$ cat src/rtl/blok_wyjsc_buforowany_pkg.sv
// Shared definitions for the output-image bank and the CPU-side bus model.
// Pure types and functions; no timing of its own.
// No flow control: everything here is combinational.
package blok_wyjsc_pkg;

   // CPU write modes applied to the selected shadow channel
   typedef enum logic [1:0] {
      TRYB_LOAD = 2'b00,
      TRYB_SET  = 2'b01,
      TRYB_CLR  = 2'b10,
      TRYB_TGL  = 2'b11
   } tryb_e;

   // Write-data rule f(tryb, old, in). Every mode is bitwise, so the rule is
   // stated per bit and callers loop over any channel width.
   function automatic logic f_zapis_bit(tryb_e tryb, logic old_b, logic in_b);
      logic res;
      res = in_b;
      case (tryb)
         TRYB_LOAD: res = in_b;
         TRYB_SET:  res = old_b | in_b;
         TRYB_CLR:  res = old_b & ~in_b;
         TRYB_TGL:  res = old_b ^ in_b;
         default:   res = in_b;
      endcase
      return res;
   endfunction

endpackage

$ cat src/rtl/blok_wyjsc_buforowany_if.sv
// CPU I/O bus into the output-image bank: write port, commit/clear strobes, readback.
// Readback data returns one clock after rd_sel is presented.
// No backpressure: the bank accepts one write and one commit every clock.
interface blok_wyjsc_buforowany_if #(
   parameter int WIDTH  = 8,
   parameter int NUM_CH = 8
);
   import blok_wyjsc_pkg::*;

   localparam int SEL_W = $clog2(NUM_CH);

   logic [WIDTH-1:0] in;
   logic [SEL_W-1:0] sel;
   tryb_e            tryb;
   logic             zapis;
   logic             zatwierdz;
   logic             kasuj_blad;
   logic [SEL_W-1:0] rd_sel;
   logic [WIDTH-1:0] rd_data;

   modport master (
      output in, sel, tryb, zapis, zatwierdz, kasuj_blad, rd_sel,
      input  rd_data
   );

   modport slave (
      input  in, sel, tryb, zapis, zatwierdz, kasuj_blad, rd_sel,
      output rd_data
   );

endinterface

$ cat src/rtl/blok_wyjsc_buforowany_licznik_watchdog.sv
// Scan watchdog: counts clocks since the last kick and pulses expire when the budget runs out.
// expire is combinational from the count; it fires on the edge that would exceed WDT_CYCLES-1.
// No backpressure; a kick or clear on the expiring edge suppresses the pulse.
module licznik_watchdog #(
   parameter int WDT_CYCLES = 1000000
) (
   input  logic clk,
   input  logic rst_n,
   input  logic kick,
   input  logic clear,
   output logic expire
);

   localparam int               CNT_W   = (WDT_CYCLES > 1) ? $clog2(WDT_CYCLES) : 1;
   localparam bit               ENABLED = (WDT_CYCLES > 0);
   localparam logic [CNT_W-1:0] CNT_MAX = (WDT_CYCLES > 0) ? CNT_W'(WDT_CYCLES - 1) : '0;

   logic [CNT_W-1:0] cnt_q;
   logic [CNT_W-1:0] cnt_d;

   // Next count: restart on kick/clear, otherwise climb and park at CNT_MAX
   always_comb begin
      cnt_d = cnt_q;
      if (!ENABLED || kick || clear) begin
         cnt_d = '0;
      end else if (cnt_q != CNT_MAX) begin
         cnt_d = cnt_q + 1'b1;
      end
   end

   // Expiry: budget exhausted and nothing on this edge restarts the count
   always_comb begin
      expire = ENABLED && (cnt_q == CNT_MAX) && !kick && !clear;
   end

   // Count register
   always_ff @(posedge clk or negedge rst_n) begin
      if (!rst_n) begin
         cnt_q <= '0;
      end else begin
         cnt_q <= cnt_d;
      end
   end

endmodule

$ cat src/rtl/blok_wyjsc_buforowany.sv
// PLC output-image bank: CPU writes a shadow image, a commit copies it atomically to the pins.
// Commit visible 1 clock after the strobe; readback 1 clock after rd_sel; fault forces SAFE_VALUE.
// No backpressure: writes/commits are accepted every clock; out-of-range writes are dropped.
module blok_wyjsc_buforowany
   import blok_wyjsc_pkg::*;
#(
   parameter int               WIDTH      = 8,
   parameter int               NUM_CH     = 8,
   parameter int               WDT_CYCLES = 1000000,
   parameter logic [WIDTH-1:0] SAFE_VALUE = {WIDTH{1'b0}}
) (
   input  logic                      clk,
   input  logic                      rst_n,
   blok_wyjsc_buforowany_if.slave    bus,
   output logic [NUM_CH*WIDTH-1:0]   out_flat,
   output logic                      blad
);

   localparam int SEL_W = $clog2(NUM_CH);

   logic [WIDTH-1:0] shadow_q [NUM_CH];
   logic [WIDTH-1:0] shadow_d [NUM_CH];
   logic [WIDTH-1:0] out_q    [NUM_CH];
   logic [WIDTH-1:0] out_d    [NUM_CH];
   logic [WIDTH-1:0] rd_data_q;
   logic [WIDTH-1:0] rd_data_d;
   logic             blad_q;
   logic             blad_d;

   logic [SEL_W-1:0] wr_sel;
   logic [SEL_W-1:0] rd_sel;
   logic             wr_ok;
   logic             rd_ok;
   logic             commit_ok;
   logic             wdt_expire;

   assign wr_sel = bus.sel;
   assign rd_sel = bus.rd_sel;

   // Channel-range qualifiers (matter only when NUM_CH is not a power of two)
   always_comb begin
      wr_ok = bus.zapis && (32'(wr_sel) < NUM_CH);
      rd_ok = (32'(rd_sel) < NUM_CH);
   end

   // A commit is refused while faulted unless the fault is cleared on the same edge
   always_comb begin
      commit_ok = bus.zatwierdz && (!blad_q || bus.kasuj_blad);
   end

   licznik_watchdog #(
      .WDT_CYCLES (WDT_CYCLES)
   ) u_licznik_watchdog (
      .clk    (clk),
      .rst_n  (rst_n),
      .kick   (commit_ok),
      .clear  (bus.kasuj_blad),
      .expire (wdt_expire)
   );

   // Shadow image update: one read-modify-write on the selected channel
   always_comb begin
      shadow_d = shadow_q;
      if (wr_ok) begin
         for (int b = 0; b < WIDTH; b++) begin
            shadow_d[wr_sel][b] = f_zapis_bit(bus.tryb, shadow_q[wr_sel][b], bus.in[b]);
         end
      end
   end

   // Output image: commit takes the post-write shadow; expiry forces the safe pattern
   always_comb begin
      out_d = out_q;
      if (commit_ok) begin
         out_d = shadow_d;
      end else if (wdt_expire) begin
         for (int k = 0; k < NUM_CH; k++) begin
            out_d[k] = SAFE_VALUE;
         end
      end
   end

   // Fault flag: clear has priority, otherwise sticky once the watchdog expires
   always_comb begin
      blad_d = blad_q;
      if (bus.kasuj_blad) begin
         blad_d = 1'b0;
      end else if (wdt_expire) begin
         blad_d = 1'b1;
      end
   end

   // Readback shows the shadow as it stood before this edge's write
   always_comb begin
      rd_data_d = '0;
      if (rd_ok) begin
         rd_data_d = shadow_q[rd_sel];
      end
   end

   // State registers; reset drives the pins to the safe pattern immediately
   always_ff @(posedge clk or negedge rst_n) begin
      if (!rst_n) begin
         for (int k = 0; k < NUM_CH; k++) begin
            shadow_q[k] <= '0;
            out_q[k]    <= SAFE_VALUE;
         end
         rd_data_q <= '0;
         blad_q    <= 1'b0;
      end else begin
         shadow_q  <= shadow_d;
         out_q     <= out_d;
         rd_data_q <= rd_data_d;
         blad_q    <= blad_d;
      end
   end

   for (genvar k = 0; k < NUM_CH; k++) begin : g_out_flat
      assign out_flat[k*WIDTH +: WIDTH] = out_q[k];
   end

   assign bus.rd_data = rd_data_q;
   assign blad        = blad_q;

endmodule

$ cat src/flat_wrapper.sv
// flat-port wrapper written by rule: the top's interface ports become plain ports
module blok_wyjsc_buforowany_flat import blok_wyjsc_pkg::*;
#(
   parameter int               WIDTH      = 8,
   parameter int               NUM_CH     = 8,
   parameter int               WDT_CYCLES = 1000000,
   parameter logic [WIDTH-1:0] SAFE_VALUE = {WIDTH{1'b0}}
)
  (clk, rst_n, out_flat, blad, bus_in, bus_sel, bus_tryb, bus_zapis, bus_zatwierdz, bus_kasuj_blad, bus_rd_sel, bus_rd_data);
  blok_wyjsc_buforowany_if #(.WIDTH(WIDTH), .NUM_CH(NUM_CH)) bus_i ();
  input  logic clk;
  input  logic rst_n;
  output logic [NUM_CH*WIDTH-1:0] out_flat;
  output logic blad;
  input wire logic [$bits(bus_i.in)-1:0] bus_in;
  input wire logic [$bits(bus_i.sel)-1:0] bus_sel;
  input wire logic [$bits(bus_i.tryb)-1:0] bus_tryb;
  input wire logic [$bits(bus_i.zapis)-1:0] bus_zapis;
  input wire logic [$bits(bus_i.zatwierdz)-1:0] bus_zatwierdz;
  input wire logic [$bits(bus_i.kasuj_blad)-1:0] bus_kasuj_blad;
  input wire logic [$bits(bus_i.rd_sel)-1:0] bus_rd_sel;
  output wire logic [$bits(bus_i.rd_data)-1:0] bus_rd_data;
  assign bus_i.in = bus_in;
  assign bus_i.sel = bus_sel;
  assign bus_i.tryb = bus_tryb;
  assign bus_i.zapis = bus_zapis;
  assign bus_i.zatwierdz = bus_zatwierdz;
  assign bus_i.kasuj_blad = bus_kasuj_blad;
  assign bus_i.rd_sel = bus_rd_sel;
  assign bus_rd_data = bus_i.rd_data;
  blok_wyjsc_buforowany #(.WIDTH(WIDTH), .NUM_CH(NUM_CH), .WDT_CYCLES(WDT_CYCLES), .SAFE_VALUE(SAFE_VALUE)) u_core (.clk(clk), .rst_n(rst_n), .bus(bus_i), .out_flat(out_flat), .blad(blad));
endmodule
$ cat config.mk
export PLATFORM = sky130hd
export DESIGN_NAME = blok_wyjsc_buforowany_flat
export DESIGN_NICKNAME = d
export VERILOG_FILES = /design/src/rtl/blok_wyjsc_buforowany_pkg.sv /design/src/rtl/blok_wyjsc_buforowany_if.sv /design/src/rtl/blok_wyjsc_buforowany_licznik_watchdog.sv /design/src/rtl/blok_wyjsc_buforowany.sv /design/src/flat_wrapper.sv
export SDC_FILE = /design/constraint.sdc
export NUM_CORES = 1
export LEC_CHECK = 0
export CAP_MARGIN = 20
export CORE_MARGIN = 2
export CORE_UTILIZATION = 50
export CTS_CLUSTER_DIAMETER = 150
export DETAILED_ROUTE_END_ITERATION = 16
export PLACE_DENSITY = 0.72
export SETUP_SLACK_MARGIN = 0.02
export SKIP_LAST_GASP = 1
export SYNTH_ARGS = -nofsm -noshare
export SYNTH_HDL_FRONTEND = slang
export SYNTH_HIERARCHICAL = 1
export SYNTH_SLANG_ARGS = --single-unit
$ cat constraint.sdc
create_clock -name clk -period 3.3 [get_ports clk]
set_clock_uncertainty 0.2 [all_clocks]
set_input_delay 0.66 -clock clk [delete_from_list [all_inputs] [get_ports clk]]
set_output_delay 0.66 -clock clk [all_outputs]
set_load 0.02 [all_outputs]
=== Word level (Yosys, flattened, before mapping) ===
Index checks and enable logic that the tools add are counted.

* Bits in registers: 157
* Input bits: 21
* Output and inout bits: 73
* Logic and storage cells: 128

* Add/sub/neg operators: 1
* Magnitude comparators: 3
* Eq/ne operators: 5
* Multiplexer cells: 53
* Bitwise logic cells: 34
* Reductions and logical operators: 13

{| class="wikitable"
|+ Operator list
! cell !! count
|-
| $bwmux W64 || 8
|-
| $demux W8 S3 || 8
|-
| $mux W64 || 3
|-
| $bmux W8 S3 || 2
|-
| $mux W20 || 2
|-
| $mux W8 || 5
|-
| $pmux W1 S4 || 8
|-
| $add A20 B1 Y20 const B || 1
|-
| $eq A20 B20 Y1 const B || 1
|-
| $ne A20 B20 Y1 const B || 1
|-
| $mux W1 || 11
|-
| $and A1 B1 Y1 || 8
|-
| $ge A4 B4 Y1 const B || 2
|-
| $not A1 Y1 || 8
|-
| $not A3 Y4 || 2
|-
| $or A1 B1 Y1 || 8
|-
| $xor A1 B1 Y1 || 8
|-
| $mux W7 || 1
|-
| $mux W6 || 1
|-
| $reduce_bool A2 Y1 || 3
|-
| $mux W5 || 1
|-
| $eq A2 B2 Y1 const B || 2
|-
| $logic_and A1 B1 Y1 || 4
|-
| $lt A4 B1 Y1 const B || 1
|-
| 7 further kinds || 10
|}

=== Logic depth before layout (Yosys ltp) ===
* Depth in word-level cells: 17
* Gate-level depth with buffers: 14
* Gate-level depth less buffers: 7

=== Cells and area by module ===
Netlist, hierarchy kept.

{| class="wikitable"
|+ Modules (own cells, without submodules)
! module !! times used !! cells each !! area an instance (um2) !! seq. area each (um2)
|-
| blok_wyjsc_buforowany || 1 || 686 || 7,749.9 || 3,428.3
|-
| licznik_watchdog || 1 || 103 || 1,042.2 || 500.5
|}

=== Worst setup path before layout ===
No wires, ideal clock.

* Path type: in2reg
* From: input port bus_kasuj_blad
* To: register u_core.out_q (netlist bit u_core/out_flat[61])
* Library setup time: 0.126 ns
* Arrival: 3.091 ns
* Data required time: 2.974 ns
* Setup slack: -0.117 ns
* Cell stages on the path: 14
* Path buffers: 7
* Path through: nand2b_1 buf_2 buf_2 clkbuf_1 and2_1 or2_2 clkbuf_1 buf_1 nor2_1 clkbuf_1 clkbuf_1 nand2b_1 a21oi_1 a221o_1

* Cells in the longest elaborated chain, start to end: 6
* Elaborated cells on any way between the ends: 8
* Those cells by class: 1 x mux; 7 x reduce/logical

{| class="wikitable"
|+ Ends and longest elaborated chain
! what !! line !! source
|-
| start: declaration || flat_wrapper.sv:20 || <nowiki>input wire logic [$bits(bus_i.kasuj_blad)-1:0] bus_kasuj_blad;</nowiki>
|-
| $logic_or A1 B1 Y1 || blok_wyjsc_buforowany.sv:48 || <nowiki>commit_ok = bus.zatwierdz && (!blad_q || bus.kasuj_blad);</nowiki>
|-
| $logic_and A1 B1 Y1 || blok_wyjsc_buforowany.sv:48 ||
|-
| net u_core.commit_ok || blok_wyjsc_buforowany.sv:34 || <nowiki>logic commit_ok;</nowiki>
|-
| $logic_not A1 Y1 || blok_wyjsc_buforowany_licznik_watchdog.sv:33 || <nowiki>expire = ENABLED && (cnt_q == CNT_MAX) && !kick && !clear;</nowiki>
|-
| $logic_and A1 B1 Y1 (2 in a row) || blok_wyjsc_buforowany_licznik_watchdog.sv:33 ||
|-
| net u_core.wdt_expire || blok_wyjsc_buforowany.sv:35 || <nowiki>logic wdt_expire;</nowiki>
|-
| $reduce_bool A2 Y1 (no line) || - ||
|-
| end signal: assignment || blok_wyjsc_buforowany.sv:112 || <nowiki>out_q <= out_d;</nowiki>
|-
| end: declaration || blok_wyjsc_buforowany.sv:23 || <nowiki>logic [WIDTH-1:0] out_q [NUM_CH];</nowiki>
|}

The timed path passes the listed nets, and every way through them passes these cells.
A chain may end at the register's enable or synchronous reset.

=== Worst setup path in the final report ===
* From: input port bus_sel[1]
* To: register u_core.out_q (netlist bit u_core/out_flat[58])

* Cells in the longest elaborated chain, start to end: 17
* Elaborated cells on any way between the ends: 66
* Those cells by class: 2 x order compare; 38 x mux; 25 x bitwise; 1 x reduce/logical

{| class="wikitable"
|+ Ends and longest elaborated chain
! what !! line !! source
|-
| start: declaration || flat_wrapper.sv:16 || <nowiki>input wire logic [$bits(bus_i.sel)-1:0] bus_sel;</nowiki>
|-
| $not A3 Y4 (not written as such) (*) || blok_wyjsc_buforowany.sv:66 || <nowiki>shadow_d[wr_sel][b] = f_zapis_bit(bus.tryb, shadow_q[wr_sel][b], bus.in[b]);</nowiki>
|-
| $bmux W8 S3 || blok_wyjsc_buforowany.sv:66 ||
|-
| $mux W8 (not written as such) (2 in a row) || blok_wyjsc_buforowany.sv:66 ||
|-
| $xor A1 B1 Y1, or another cell as far along || blok_wyjsc_buforowany_pkg.sv:23 || <nowiki>TRYB_TGL: res = old_b ^ in_b;</nowiki>
|-
| $pmux W1 S4 || blok_wyjsc_buforowany_pkg.sv:19 || <nowiki>case (tryb)</nowiki>
|-
| $mux W1 || blok_wyjsc_buforowany.sv:64 || <nowiki>if (wr_ok) begin</nowiki>
|-
| $bwmux W64 (7 in a row) || blok_wyjsc_buforowany.sv:66 ||
|-
| $bwmux W64 (*) || blok_wyjsc_buforowany.sv:66 ||
|-
| $mux W64 (*) || blok_wyjsc_buforowany.sv:64 ||
|-
| $mux W64 (*) || blok_wyjsc_buforowany.sv:74 || <nowiki>if (commit_ok) begin</nowiki>
|}

Every way passes the cells marked *; elsewhere a longest branch is shown, timed or not. The select of a mux whose other input is x is not followed.

==> metrics.md <==
| Metric | Value |
|---|---|
| Outcome | `finished clean` |
| Syn_nets | `827` |
| Crit. End Element | `flop` |
| GP Congestion | `0.9403` |
| H-tree depth | `4` |
| Initial drt markers | `slightly below 800` |
| Die X | `136.6 um` |
| Most common cell in the netlist | `dfrtp_1` |
| Share of layout cells above drive strength 1 | `between 10% and 20%` |
| Commonest cells in the netlist | `dfrtp_1, a21oi_1, nand2b_1` |
| Core Region | `~17000 um2` |
| Syn_area_per_cell | `about 11 um2` |
| Detailed Route WL | `between 20000 and 30000 um` |
| ANT nets after route | `0` |
| Synth warnings | `6` |
| Final HPWL DP | `between 15000 and 20000 um` |
| Final Hold Fails | `0` |
| Die height | `approximately 140 um` |
| Syn Std Cell Area | `just under 9000 um2` |
| Netlist cell types | `54` |
| Top post-synthesis cells by area | `dfrtp_1, a221o_1, mux4_2, a21oi_1, nand2b_1` |
| Global-route wire length before repair | `about 42000 um` |
| PortBufs | `just over 90` |
| Setup Viol. Count Final | `0` |
| CTS clk-pin slew, worst paths | `70 ps` |
| Startpoint types | `primary input` |
| Largest net degree at the start of global routing | `81` |
| CP required | `about 3400 ps` |
| Mapped Cells | `between 700 and 800` |
| Cell depth of the worst setup path | `9` |
| Layout fillers | `between 1000 and 1500` |
| Final Cycle Share | `97.97%` |
| Post-synthesis async set-or-reset flop share | `between 90% and 100%` |
| Final TNS setup | `0 ps` |
| Number of synthesized flops with an enable pin | `0` |
| Total power | `between 7 and 8 mW` |
| Placement Setup Slack | `-602.2 ps` |
| Yosys reg bits | `approximately 160` |
| Final Max Tran Viols | `0` |
| Rows | `48` |
| Max_cap viols | `0` |
| Top delay family on crit path | `compound AO/OA/AOI/OAI gates` |
| Grt total ovfl | `0` |
| Share of the synthesized area in the top cell type | `between 40 and 50%` |
| CTS sink count | `~160` |
| Fin crit period | `~3200 ps` |
| TritonRoute pass-1 iters | `5` |
| Number of top-level pins | `94` |
| Pwr Density | `between 600 and 700 nW/um2` |
| Worst-Skew Late Latency | `430 ps` |
| Fmax | `309.3 MHz` |
| Slowest CP cell | `mux4_2` |
| Rel. slew slack | `45.81%` |
| Synth Flop Type | `dfrtp_1` |
| Final worst slack | `around 67 ps` |
| Antenna diodes | `0` |
| Root Buffer | `clkbuf_16` |
| Util after Layout | `~62%` |
| Vias | `7296` |
| CTS tree | `yes` |
| Worst-case clock buffer depth | `2` |
| Sequential area share after synthesis | `44.68%` |
| CP Max Fanout | `10` |
| VDD IR max | `approximately 0.42 mV` |
| Bufs and invs on worst path | `3` |
| Total CTS buffers | `17` |
| Total track usage | `29.97%` |
| Critical path class | `primary input to flop` |
| Initial core utilization | `around half` |
| Vias in the first global route | `just over 7000` |
| Static Leak | `4.593 nW` |
| Initial antenna violation count | `0` |
| Yosys top cell by area | `dfrtp_1` |
| Synth-to-layout area growth | `22.30%` |
| Routed wire per std cell | `about 24 um` |
| Die Area | `about 19000 um2` |
| Number of remaining DRC errors | `0` |
| Slowest Stage Delay on Critical Path | `roughly 680 ps` |
| R2R cell count | `8` |
| Min-Delay Path Class | `primary input to asynchronous set/reset pin` |
| Final #Nets | `approximately 920` |
| RSZ-0062 raised after global routing | `no` |
| Slew @ Worst Pin | `812.8 ps` |
| Crit-path cells | `dlygate4sd2_1 > buf_12 > buf_6 > and2_1 > a22oi_1 > o221a_2 > ha_1 > mux4_2 > a221o_1` |
| Via density | `6.520` |
| Worst path arrival time | `3340 ps` |
## worst reg2reg max path, cell delays in order (launching register included)
cell	delay, ps
dfrtp_1	430
or4_1	610
nor4_4	410
nand3_4	180
nor2_2	190
buf_12	240
nand2b_1	200
a21oi_1	50
a221o_1	310
## path summary, 6_finish.rpt
kind	start	end	slack, ps
hold / removal	rst_n	u_core/u_licznik_watchdog/cnt_q[2]$_DFFE_PN0P_	3
hold reg to reg	u_core/shadow_q[8]$_DFF_PN0_	u_core/shadow_q[8]$_DFF_PN0_	350
max in group asynchronous	rst_n	u_core/out_flat[18]$_DFFE_PN0P_	2110
setup reg to reg	u_core/u_licznik_watchdog/cnt_q[12]$_DFFE_PN0P_	u_core/out_flat[51]$_DFFE_PN0P_	370
min in group clk	u_core/shadow_q[8]$_DFF_PN0_	u_core/shadow_q[8]$_DFF_PN0_	350
setup / recovery	bus_sel[1]	u_core/out_flat[58]$_DFFE_PN0P_	70
## flip-flops by register name (all words and copies together), names as in the netlist
name / flops
u_core/blad: 1
u_core/u_licznik_watchdog/cnt_q: 20
u_core/bus.rd_data: 8
u_core/shadow_q: 64
u_core/out_flat: 64
## layout make-up
class | instances | area (um2) | share of cell area (%)
Inverter | 32 | 120.1 | 1.117
Multi-Input combinational cell | 531 | 4388 | 40.81
Sequential cell | 157 | 3929 | 36.54
Clock buffer | 19 | 432.9 | 4.026
Timing Repair Buffer | 142 | 1411 | 13.13
Tap cell | 225 | 281.5 | 2.618
Clock inverter | 13 | 190.2 | 1.769
## cells by family (layout without fill, tap and decap cells)
| kind of cell | count (synthesis) | in the layout | synth area share (%) |
|---|---|---|---|
| DFF | 157 | 157 | 44.68 |
| buffers and inverters | 101 | 206 | 5.664 |
| xor gates and xnor gates | 6 | 6 | 0.5977 |
| muxes | 77 | 77 | 14.06 |
| adders and majority gates | 17 | 17 | 2.419 |
| AOI/OAI and AO/OA | 234 | 234 | 18.53 |
| and+or+nand+nor | 197 | 197 | 14.05 |
## power by group
| group | internal (mW) | switching, mW | total [mW] |
|---|---|---|---|
| Sequential | 2.37 | 0.518 | 2.88 |
| Clock | 1.27 | 0.791 | 2.06 |
| Combinational | 1.12 | 1.11 | 2.23 |
| Total | 4.76 | 2.42 | 7.18 |
## cell usage in the layout (no fill, tap or decap), types with 26 or more instances in the layout
master and instances:
dfrtp_1 157, a21oi_1 100, clkdlybuf4s50_1 88, nand2b_1 64, a221o_1 64, buf_4 39
nand2_1 35, nor2_1 35, inv_1 32, mux2_2 32, o21ai_0 31, mux4_2 26
## routing by layer
layer	up-vias	track usage (%)	wire length, um
li1	3158	-	-
met1	3631	40.58	10650
met2	427	46.81	12520
met3	80	6.148	2454
met4	0	13.25	1204
met5	-	0	0
## metrics by stage
step	cell area, um2	std cells	hold WS, ps
floorplan	8795	789	164.4
global placement	10050	1082	310.0
detailed placement	10050	1082	334.1
CTS	10750	1119	34.54
global route	10750	1119	55.10
finish	10750	1119	2.818
## timing repair
| item | 4_1_cts | 5_1_grt |
|---|---|---|
| cloned | 1 | 0 |
| resized for setup | 5 | 1 |
| buffers inserted | 4 | 0 |
| endpoints found under the setup margin | 72 | 1 |
| hold buffers | 0 | 0 |
| hold endpoints to repair | 0 | 0 |
| pin swaps | 1 | 0 |
No activity file was read; power rests on OpenSTA's default activity.
